<file path="config.mk">
export PLATFORM = sky130hd
export DESIGN_NAME = calc_operand_sequencer
export DESIGN_NICKNAME = d
export VERILOG_FILES = /design/src/rtl/calc_operand_sequencer.sv
export SDC_FILE = /design/constraint.sdc
export NUM_CORES = 1
export LEC_CHECK = 0
export BUFFER_PORTS_ARGS = -buffer_cell sky130_fd_sc_hd__buf_2
export CORE_MARGIN = 3
export CORE_UTILIZATION = 40
export CTS_BUF_LIST = sky130_fd_sc_hd__clkbuf_8
export CTS_CLUSTER_DIAMETER = 100
export DETAILED_ROUTE_END_ITERATION = 8
export GPL_ROUTABILITY_DRIVEN = 0
export PLACE_DENSITY = 0.59
export RECOVER_POWER = 25
export SLEW_MARGIN = 20
export SYNTH_ARGS = -nofsm -noshare
export SYNTH_HDL_FRONTEND = slang
export SYNTH_SLANG_ARGS = --single-unit
</file>
<file path="constraint.sdc">
create_clock -name clk -period 4.6 [get_ports clk]
set_input_delay 0.46 -clock clk [delete_from_list [all_inputs] [get_ports clk]]
set_output_delay 0.46 -clock clk [all_outputs]
set_load 0.05 [all_outputs]
</file>
<file path="src/rtl/calc_operand_sequencer.sv">
// Operand collection and add/subtract sequencer for the calculator datapath.
// Define CALC_CHAIN_EN to reuse the previous result as operand A after DONE.
module calc_operand_sequencer #(
  parameter int WIDTH = 4
) (
  input  logic             clk,
  input  logic             reset,
  input  logic [WIDTH-1:0] sw,
  input  logic             op_sub,
  input  logic             btn,
  output logic [WIDTH:0]   result_data,
  output logic             load_en,
  output logic [1:0]       state_out,
  output logic             busy
);

  typedef enum logic [1:0] {
    GET_A   = 2'd0,
    GET_B   = 2'd1,
    COMPUTE = 2'd2,
    DONE    = 2'd3
  } state_t;

  state_t           state;
  logic             s1, s2, prev;
  logic [WIDTH-1:0] a, b;
  logic             sub_r;
  logic             press;

  // Rising edge of the synchronized button; one press per low-to-high transition.
  assign press     = s2 & ~prev;
  assign state_out = state;
  assign busy      = (state == GET_B) | (state == COMPUTE);

  always_ff @(posedge clk) begin
    if (reset) begin
      state       <= GET_A;
      s1          <= 1'b0;
      s2          <= 1'b0;
      prev        <= 1'b0;
      a           <= '0;
      b           <= '0;
      sub_r       <= 1'b0;
      result_data <= '0;
      load_en     <= 1'b0;
    end else begin
      s1      <= btn;
      s2      <= s1;
      prev    <= s2;
      load_en <= 1'b0;
      case (state)
        GET_A: begin
          if (press) begin
            a     <= sw;
            state <= GET_B;
          end
        end
        GET_B: begin
          if (press) begin
            b     <= sw;
            sub_r <= op_sub;
            state <= COMPUTE;
          end
        end
        COMPUTE: begin
          // Result width WIDTH+1 gives carry on add and two's-complement wrap on sub.
          if (sub_r)
            result_data <= {1'b0, a} - {1'b0, b};
          else
            result_data <= {1'b0, a} + {1'b0, b};
          load_en <= 1'b1;
          state   <= DONE;
        end
        DONE: begin
          if (press) begin
`ifdef CALC_CHAIN_EN
            a     <= result_data[WIDTH-1:0];
            b     <= '0;
            sub_r <= 1'b0;
            state <= GET_B;
`else
            a     <= '0;
            b     <= '0;
            sub_r <= 1'b0;
            state <= GET_A;
`endif
          end
        end
        default: state <= GET_A;
      endcase
    end
  end

endmodule

</file>
==> metrics.cfg <==
[outcome]
status=finished clean

[critical_path]
crit_type=flop to flop
cp.required_ps=4770
cp.arrival_ps=2080
r2r-end=result_data[4]
start_kind=flop
r2r_start=b[0]
r2r_setup_slack_ps=2690
worstPathMaxFanout=4
critPathCaptureType=flop
r2r_cells=7

[floorplan]
ios=17
rows=17
dieHeight_microns=57.1
start_util=0.447
core_area_sq_um=2340
fp.dieArea_sq_um=3260
die_w_microns=57.1

[layout]
areaGrowthSynthToFinish_pct=11.4
diodes=0
final_layout_size_suffix_gt1_frac=0.125
final_nets=149
stdcell_count=156
fillers=247

[sta]
finalSetupViolations=0
relSlewSlack=0.366
period_needed_ps=1910
hold_viol=0
tightest_slew_ps=951
setup_tns_ps=0
rsz0062_at_grt=no
finalClockSkew_ps=4.47
drv_slew=0
fin_crit_sh=0.415
fmax_mhz=524

[drt]
firstDrtPassIters=4
wl_met1_microns=954
drc=0
top_layer_used=met4
drt_iter0_drc=10
met2_length_microns=996
via_count=872
routed_wl_microns=2070
antenna_left=0
wl_per_cell_microns=13.3
wl_met3_microns=111
vias_per_cell=5.59

[placement]
port_buffers=16
place_hpwl_microns=1540
dp_cells=153

[min_path]
hold_depth=2
hold_end=s1
worstHoldStart=btn
hold_path.class=input port to flop

[pwr]
power.leakage_uw=0.000427
power_density_nw_per_um2=438
ir_worst_vdd_uv=336

[clock_network]
root_buffer=clkbuf_8
cts_tree=done
post_cts_buffers=0
hold_buffers=0
htree_levels=1
cts-resized-gates=0
clk_latency_ps=260
clock_path_buffers=2
cts_buffers=3
clk_pin_slew_ps=70
clock_sinks=20

[global_routing]
grt.overflow.total=0
grtUsageTotal=0.141
grt_pass1_wl_microns=3660
grt_pass1_vias=838
antenna_found_initial=0
grt_max_degree=22

[synth]
syn_inst=116
yosysTopAreaCellShare=0.383
yosysTopAreaCell=dfxtp_1
syn_nets=135
synth_seq_cells=20
ys_seq_area_frac=0.383
ys_warn_count=0
syn_area_per_cell_sq_um=9.02
yosys.cell_types.count=27
synth_area_sq_um=1050
ys_top_cells_by_area=dfxtp_1 (38%), ha_1 (12%), nand4b_1 (8.4%), a21oi_1 (6.2%), o21ai_0 (4.8%)

[job]
maxCapViolCount=0

area by class of cell:
type	count	area (sq um)	share of cell area
Multi-Input combinational cell	81	583	0.501
Clock buffer	3	41.3	0.0354
Timing Repair Buffer	16	75.1	0.0644
Sequential cell	20	400	0.344
Inverter	8	30.0	0.0258
Tap cell	28	35.0	0.0301
cell usage in the layout (no fill, tap or decap), drive strengths merged:
master,instances
nor2b,4
a21oi,13
xnor2,3
mux2i,2
nand3b,2
nand3,4
nand4b,10
dfxtp,20
inv,8
nand2b,1
nor3,2
ha,10
fa,1
a211oi,2
or3,1
nor2,9
clkbuf,7
nor3b,1
buf,12
a211o,1
nand2,1
o211ai,1
o22ai,1
a2111oi,1
a311oi,1
o21ai,10
sequential cells by signal, summed over array words and instances (netlist names):
signal,flops
sub_r,1
prev,1
a,4
s2,1
b,4
load_en,1
s1,1
result_data,5
state_out,2
cell families (layout without fill, tap and decap cells):
| family | Yosys count | count (layout) | synth area share |
|---|---|---|---|
| buffers and inverters | 15 | 27 | 0.0598 |
| flip-flops | 20 | 20 | 0.383 |
| multiplexers | 2 | 2 | 0.0191 |
| AND/OR/NAND/NOR | 35 | 35 | 0.206 |
| AO/OA/AOI/OAI | 30 | 30 | 0.169 |
| adder cells (fa/ha/maj) | 11 | 11 | 0.139 |
| XOR/XNOR | 3 | 3 | 0.0251 |
metal layers:
metal / vias up / track usage
met2: 23 / 0.245
met4: 0 / 0.0298
met1: 407 / 0.174
li1: 440 / -
met3: 2 / 0.0407
met5: - / 0
worst max-delay path: stages, from the launching register on:
cell      delay, ps
dfxtp_1         370
inv_1            60
ha_1            280
mux2i_1         250
fa_1            270
nand3_1         100
a211o_1         280
a311oi_2        220
synthesized netlist by cell type:
library cell  number
a2111oi_0          1
a211o_1            1
a211oi_1           2
a21oi_1           13
a311oi_2           1
buf_2              2
buf_4              1
clkbuf_1           4
dfxtp_1           20
fa_1               1
ha_1              10
inv_1              8
mux2i_1            2
nand2_1            1
nand2b_1           1
nand3_1            4
nand3b_1           2
nand4b_1          10
nor2_1             9
nor2b_1            4
nor3_1             2
nor3b_1            1
o211ai_1           1
o21ai_0           10
o22ai_1            1
or3_1              1
xnor2_1            3
worst max-delay path by stage:
stage	startpoint	end	slack [ps]	cells after the start
4_1_cts	b[0]	result_data[4]	2670	7
3_5_place_dp	b[0]	result_data[4]	2690	7
6_report	b[0]	result_data[4]	2690	7
3_3_place_gp	b[0]	result_data[4]	2760	7
5_1_grt	b[0]	result_data[3]	2530	8
2_1_floorplan	state_out[0]	busy	2720	2
where the power goes:
part | switching [uW] | internal (uW) | total, uW
logic | 136 | 57.4 | 193
clock network | 55.6 | 58.3 | 114
registers | 12.5 | 190 | 203
total | 204 | 306 | 510
metrics by stage:
stage	worst slack (ps)	hold slack [ps]	util	power, uW	instance area, sq um
after detailed placement	2690	451	0.482	402	1130
after CTS	2670	409	0.500	516	1170
after floorplan	2720	414	-	362	1050
after global placement	2760	427	0.482	400	1130
final	2690	412	0.498	510	1160
after global routing	2530	429	0.498	547	1160
Note: power is estimated with default switching activity, not from simulation.
